[src/rtl/imgrad_pkg.sv]
// Shared types and defaults for the imgrad window sequencer: state encoding,
// coordinate type, default geometry and the determinant singularity threshold.
package imgrad_pkg;

    localparam int WIN_DEFAULT      = 7;
    localparam int ROW_LEN_DEFAULT  = WIN_DEFAULT + 2;
    localparam int PIPE_LAT_DEFAULT = 2;
    localparam int CW_DEFAULT       = 10;

    typedef logic [CW_DEFAULT-1:0] coord_t;

    // Determinants at or below this are reported as singular.
    localparam logic signed [63:0] DET_MIN = 64'sd0;

    typedef enum logic [2:0] {
        ST_IDLE  = 3'd0,
        ST_CLR   = 3'd1,
        ST_ROW   = 3'd2,
        ST_GAP   = 3'd3,
        ST_DRAIN = 3'd4,
        ST_DET   = 3'd5,
        ST_DONE  = 3'd6
    } imgrad_seq_state_t;

endpackage

[src/rtl/imgrad_det.sv]
// Registered 2x2 structure-tensor determinant (ir2*ic2 - iric^2) with a
// singularity flag; loads only while the sequencer sits in its DET state.
module imgrad_det
    import imgrad_pkg::*;
(
    input  logic               clk,
    input  logic               reset,
    input  logic               load,
    input  logic signed [31:0] ir2,
    input  logic signed [31:0] ic2,
    input  logic signed [31:0] iric,
    output logic signed [63:0] det,
    output logic               singular
);

    logic signed [63:0] det_next;
    logic signed [63:0] det_reg;
    logic               singular_reg;

    // Operands are widened before multiplying so the full signed product survives.
    assign det_next = (64'(ir2) * 64'(ic2)) - (64'(iric) * 64'(iric));

    always_ff @(posedge clk) begin
        if (reset) begin
            det_reg      <= '0;
            singular_reg <= 1'b0;
        end else if (load) begin
            det_reg      <= det_next;
            singular_reg <= (det_next <= DET_MIN);
        end
    end

    assign det      = det_reg;
    assign singular = singular_reg;

endmodule

[src/rtl/imgrad_seq.sv]
// Window sequencer for the 7x7 gradient unit: clears imgrad, streams framed rows,
// drains, captures the structure-tensor sums. Optional IMGRAD_SEQ_DET_EN adds DET.
module imgrad_seq
    import imgrad_pkg::*;
#(
    parameter int WIN      = WIN_DEFAULT,
    parameter int ROW_LEN  = WIN + 2,
    parameter int PIPE_LAT = PIPE_LAT_DEFAULT,
    parameter int CW       = CW_DEFAULT
) (
    input  logic               clk,
    input  logic               reset,
    input  logic               start,
    output logic               start_ready,
    input  logic [CW-1:0]      win_row,
    input  logic [CW-1:0]      win_col,
    output logic               rd_en,
    output logic [CW-1:0]      rd_row,
    output logic [CW-1:0]      rd_col,
    output logic               grad_en,
    output logic               grad_rst,
    input  logic signed [31:0] ir2_in,
    input  logic signed [31:0] ic2_in,
    input  logic signed [31:0] iric_in,
    output logic               g_valid,
    input  logic               g_ready,
    output logic signed [31:0] g_ir2,
    output logic signed [31:0] g_ic2,
    output logic signed [31:0] g_iric,
    output logic signed [63:0] g_det,
    output logic               g_singular,
    output logic               busy
);

    localparam logic [2:0] S_IDLE  = ST_IDLE;
    localparam logic [2:0] S_CLR   = ST_CLR;
    localparam logic [2:0] S_ROW   = ST_ROW;
    localparam logic [2:0] S_GAP   = ST_GAP;
    localparam logic [2:0] S_DRAIN = ST_DRAIN;
    localparam logic [2:0] S_DET   = ST_DET;
    localparam logic [2:0] S_DONE  = ST_DONE;

    localparam int RW = $clog2(WIN + 1);
    localparam int CBW = $clog2(ROW_LEN + 1);
    localparam int DW = $clog2(PIPE_LAT + 1);

    localparam logic [RW-1:0]  R_LAST = RW'(WIN - 1);
    localparam logic [CBW-1:0] C_LAST = CBW'(ROW_LEN - 1);
    localparam logic [DW-1:0]  D_LAST = DW'(PIPE_LAT - 1);

    logic [2:0]     state_reg, state_next;
    logic [RW-1:0]  r_reg, r_next;
    logic [CBW-1:0] c_reg, c_next;
    logic [DW-1:0]  d_reg, d_next;
    logic [CW-1:0]  row_base_reg, row_base_next;
    logic [CW-1:0]  col_base_reg, col_base_next;
    logic           capture_next;

    logic           start_ready_reg, busy_reg, rd_en_reg, grad_en_reg, grad_rst_reg, g_valid_reg;
    logic [CW-1:0]  rd_row_reg, rd_col_reg;
    logic signed [31:0] sum_in  [3];
    logic signed [31:0] sum_reg [3];

    always_comb begin
        state_next    = state_reg;
        r_next        = r_reg;
        c_next        = c_reg;
        d_next        = d_reg;
        row_base_next = row_base_reg;
        col_base_next = col_base_reg;
        capture_next  = 1'b0;
        case (state_reg)
            S_IDLE: begin
                if (start) begin
                    row_base_next = win_row;
                    col_base_next = win_col;
                    r_next        = '0;
                    c_next        = '0;
                    state_next    = S_CLR;
                end
            end
            S_CLR: state_next = S_ROW;
            S_ROW: begin
                if (c_reg == C_LAST) begin
                    if (r_reg == R_LAST) begin
                        d_next     = '0;
                        state_next = S_DRAIN;
                    end else begin
                        state_next = S_GAP;
                    end
                end else begin
                    c_next = c_reg + 1'b1;
                end
            end
            // A dropped enable restarts imgrad's column counter for the next row.
            S_GAP: begin
                r_next     = r_reg + 1'b1;
                c_next     = '0;
                state_next = S_ROW;
            end
            S_DRAIN: begin
                if (d_reg == D_LAST) begin
                    capture_next = 1'b1;
`ifdef IMGRAD_SEQ_DET_EN
                    state_next   = S_DET;
`else
                    state_next   = S_DONE;
`endif
                end else begin
                    d_next = d_reg + 1'b1;
                end
            end
            S_DET:  state_next = S_DONE;
            S_DONE: if (g_ready) state_next = S_IDLE;
            default: state_next = S_IDLE;
        endcase
    end

    // Outputs are decoded from the next state and registered, so they line up
    // with state_reg and nothing combinational reaches a port from start/g_ready.
    always_ff @(posedge clk) begin
        if (reset) begin
            state_reg       <= S_IDLE;
            r_reg           <= '0;
            c_reg           <= '0;
            d_reg           <= '0;
            row_base_reg    <= '0;
            col_base_reg    <= '0;
            start_ready_reg <= 1'b1;
            busy_reg        <= 1'b0;
            rd_en_reg       <= 1'b0;
            grad_en_reg     <= 1'b0;
            grad_rst_reg    <= 1'b0;
            g_valid_reg     <= 1'b0;
            rd_row_reg      <= '0;
            rd_col_reg      <= '0;
        end else begin
            state_reg       <= state_next;
            r_reg           <= r_next;
            c_reg           <= c_next;
            d_reg           <= d_next;
            row_base_reg    <= row_base_next;
            col_base_reg    <= col_base_next;
            start_ready_reg <= (state_next == S_IDLE);
            busy_reg        <= (state_next != S_IDLE);
            rd_en_reg       <= (state_next == S_ROW);
            grad_en_reg     <= (state_next == S_ROW);
            grad_rst_reg    <= (state_next == S_CLR);
            g_valid_reg     <= (state_next == S_DONE);
            if (state_next == S_ROW) begin
                rd_row_reg <= row_base_next + CW'(r_next);
                rd_col_reg <= col_base_next + CW'(c_next);
            end
        end
    end

    assign sum_in[0] = ir2_in;
    assign sum_in[1] = ic2_in;
    assign sum_in[2] = iric_in;

    always_ff @(posedge clk) begin
        if (reset) begin
            for (int i = 0; i < 3; i++) sum_reg[i] <= '0;
        end else if (capture_next) begin
            for (int i = 0; i < 3; i++) sum_reg[i] <= sum_in[i];
        end
    end

    assign start_ready = start_ready_reg;
    assign busy        = busy_reg;
    assign rd_en       = rd_en_reg;
    assign grad_en     = grad_en_reg;
    assign grad_rst    = grad_rst_reg;
    assign rd_row      = rd_row_reg;
    assign rd_col      = rd_col_reg;
    assign g_valid     = g_valid_reg;
    assign g_ir2       = sum_reg[0];
    assign g_ic2       = sum_reg[1];
    assign g_iric      = sum_reg[2];

`ifdef IMGRAD_SEQ_DET_EN
    imgrad_det u_det (
        .clk      (clk),
        .reset    (reset),
        .load     (state_reg == S_DET),
        .ir2      (sum_reg[0]),
        .ic2      (sum_reg[1]),
        .iric     (sum_reg[2]),
        .det      (g_det),
        .singular (g_singular)
    );
`else
    assign g_det      = '0;
    assign g_singular = 1'b0;
`endif

endmodule

[config.mk]
export PLATFORM = sky130hd
export DESIGN_NAME = imgrad_seq
export DESIGN_NICKNAME = d
export VERILOG_FILES = /design/src/rtl/imgrad_pkg.sv /design/src/rtl/imgrad_det.sv /design/src/rtl/imgrad_seq.sv
export SDC_FILE = /design/constraint.sdc
export NUM_CORES = 1
export LEC_CHECK = 0
export BUFFER_PORTS_ARGS = -buffer_cell sky130_fd_sc_hd__buf_2
export CORE_MARGIN = 3
export CORE_UTILIZATION = 45
export DETAILED_ROUTE_END_ITERATION = 6
export PLACE_DENSITY = 0.82
export SLEW_MARGIN = 20
export SYNTH_ARGS = -nofsm -noshare
export SYNTH_HDL_FRONTEND = slang
export SYNTH_SLANG_ARGS = --single-unit
[constraint.sdc]
create_clock -name clk -period 4.7 [get_ports clk]
set_input_delay 0.94 -clock clk [delete_from_list [all_inputs] [get_ports clk]]
set_output_delay 0.94 -clock clk [all_outputs]
set_load 0.005 [all_outputs]
==> results.yml <==
routing:
  ant_nets: 0
  drt-met1-wl_um: 6169
  wirelength_um: 16080
  top_layer: "met4"
  wl_met3_um: 1215
  wire_per_inst_um: 14.69
  num_vias: 5172
  drt_iter0_markers: 327
  via_per_inst: 4.728
  drc: 0
  dr_wl_met2_um: 8334
  first_pass_iters: 4
worst_setup_path:
  cp-startpoint: "state_reg[2]"
  cp_common_cell: "nand2_1"
  critical_path_peak_fanout: 22
  setup.worst_path.end: "rd_row[4]"
  crit_slowest_cell: "or4b_1"
  cpPeakStageDelay_ns: 0.79
  worstPathArrival_ns: 3.67
  r2r-start: "state_reg[2]"
  cp_data_required_time_ns: 5.05
  cp-end-kind: "register"
  worst-setup-path-type: "register to register"
  startpoint_type: "register"
  reg2reg_to: "rd_row[4]"
  reg2reg_depth: 11
  cp_cell_sequence: "or4b_1, buf_4, nand2_1, nand2_1, ha_1, fa_1, a21o_1, and3_1, o21ai_0, o211ai_1, a21oi_1"
  rrSetupSlack_ns: 1.38
placed_design:
  gp_congestion: 0.8718
  io_buffer_count: 241
  place_hpwl_um: 12060
global_routing:
  grt.total_usage: 0.1801
  overflow: 0
  antenna_found_initial: 1
  grt_pass1_vias: 4896
  grt_max_degree: 97
  grt_pass1_wl_um: 24750
run:
  maxCapViolations: 0
logic_synthesis:
  syn_inst: 637
  synth_edf_count: 96
  seq_area_frac_synth: 0.5701
  synth_cell_types: 53
  synthFlopType: "edfxtp_1"
  synthArstFlopShare: 0
  syn_area_mm2: 0.007058
  ys_warn_count: 0
  avgSynthCellArea_um2: 11.08
  ys_ff_latch: 153
floorplan:
  die_area_mm2: 0.01722
  core_area_mm2: 0.01526
  start_util: 0.4626
  die_w_um: 131.2
  die_h_um: 131.2
  placementRows: 45
  pin_count: 307
sta:
  final.setup.tns_ns: 0
  period_minus_slack_ns: 3.319
  fin_crit_sh: 0.7061
  final_hold_viol_count: 0
  clock_skew_ns: 0.006748
  rsz0062_at_grt: "no"
  final-setup-viol-count: 0
  holdWs_ns: 0.4564
  drv_slew: 0
  worst_pin_slew_ns: 0.7134
  fmax_mhz: 301.3
  slew-limit-headroom: 0.5237
layout:
  area_growth_pct: 24.32
  nNetsFinal: 1004
  layout-drive-gt1-share: 0.3299
  nFillCells: 1284
  largest_reg_flops: 96
clock_tree:
  cts_root_buf: "clkbuf_16"
  htreeDepth: 4
  clk_latency_ns: 0.42
  clock-sinks: 153
  cts_tree: "yes"
  clock_path_buffers: 2
  postCtsSetupBuffers: 0
  cts_buffers: 17
  cts_resized: 0
  cts_hold_buf: 0
  clk_transition_reported_paths_ns: 0.06
outcome:
  outcome: "finished clean"
power:
  power.density_mw_per_mm2: 359.4
  ir_worst_vdd_mv: 0.2415
  p_total_w: 0.003153
  p_leak_nw: 4.005
hold_path:
  hold_path_class: "register to register"
cells in the final DEF, fill, tap and decap left out, types with 7 or more instances in the layout:
cell type  count
nor3_1         8
a21oi_1       43
conb_1        65
clkbuf_16     17
and2_1        97
nand2_1       58
nor2_1        26
buf_4          7
mux2i_1        9
xor2_1         9
buf_2        241
edfxtp_1      96
dfxtp_1       57
nand3b_1       9
nand3_1       13
xnor2_1        8
ha_1          12
nor2b_1        8
o21ai_0       14
cell usage after synthesis, types with 8 or more instances:
library cell / instances / area [um^2]
and2_1: 97 / 606.8
edfxtp_1: 96 / 2883
buf_4: 67 / 503.0
nand2_1: 58 / 217.7
dfxtp_1: 57 / 1141
a21oi_1: 43 / 215.2
nor2_1: 28 / 105.1
clkbuf_1: 15 / 56.30
o21ai_0: 14 / 70.07
nand3_1: 13 / 65.06
ha_1: 12 / 150.1
buf_2: 9 / 45.04
mux2i_1: 9 / 90.09
nand3b_1: 9 / 67.56
xor2_1: 9 / 78.83
nor2b_1: 8 / 50.05
nor3_1: 8 / 40.04
xnor2_1: 8 / 70.07
metal layers:
layer  vias up  track usage
li1       2534            -
met1      2389       0.2054
met2       225       0.3229
met3        24      0.04671
met4         0      0.07060
met5         -            0
final cells by class:
class | count | area [um^2] | share of cell area
Sequential cell | 153 | 4024 | 0.4586
Multi-Input combinational cell | 444 | 2618 | 0.2983
Timing Repair Buffer | 248 | 1259 | 0.1434
Clock buffer | 17 | 425.4 | 0.04848
Tap cell | 211 | 264.0 | 0.03009
Clock inverter | 14 | 160.2 | 0.01825
Inverter | 6 | 22.52 | 0.002567
Antenna cell | 1 | 2.502 | 0.0002852
logic make-up (layout without fill, tap and decap cells):
logic type,Yosys count,count (layout),synth area share
compound gates,93,93,0.08226
xor+xnor,17,17,0.02110
fa+ha+maj,14,14,0.02695
buf+inv,104,285,0.09555
flops,153,153,0.5701
mux,10,10,0.01436
other cells,1,66,0.0005313
simple gates,245,245,0.1891
power breakdown:
group	switching, W	internal (W)	total [W]
Combinational	0.000163	0.000126	0.000289
Sequential	0.0000318	0.00148	0.00151
Clock	0.000558	0.000791	0.00135
worst min-delay path by stage:
stage	to	cells past startpoint	start
after floorplan	col_base_reg[0]	2	col_base_reg[0]
after global placement	rd_col[3]	2	rd_col[3]
after detailed placement	rd_col[3]	2	rd_col[3]
after CTS	rd_col[3]	2	rd_col[3]
after global routing	rd_row[0]	2	rd_row[0]
final	rd_row[0]	2	rd_row[0]
critical path, delay by kind of cell (launching register included):
family          cells  cell delay (ns)
simple gates        4             1.14
flops               1             0.53
buf+inv             1             0.27
compound gates      4             0.66
fa+ha+maj           2             0.64
per-stage QoR:
| step | setup WS [ns] | util | std cells | cell area [um^2] |
|---|---|---|---|---|
| floorplan | 0.3843 | - | 701 | 7298 |
| global placement | 1.096 | 0.5364 | 1062 | 8184 |
| detailed placement | 0.9936 | 0.5364 | 1062 | 8184 |
| CTS | 1.380 | 0.5747 | 1093 | 8770 |
| global route | 1.177 | 0.5751 | 1094 | 8775 |
| finish | 1.381 | 0.5751 | 1094 | 8775 |
No activity file was read; power rests on OpenSTA's default activity.
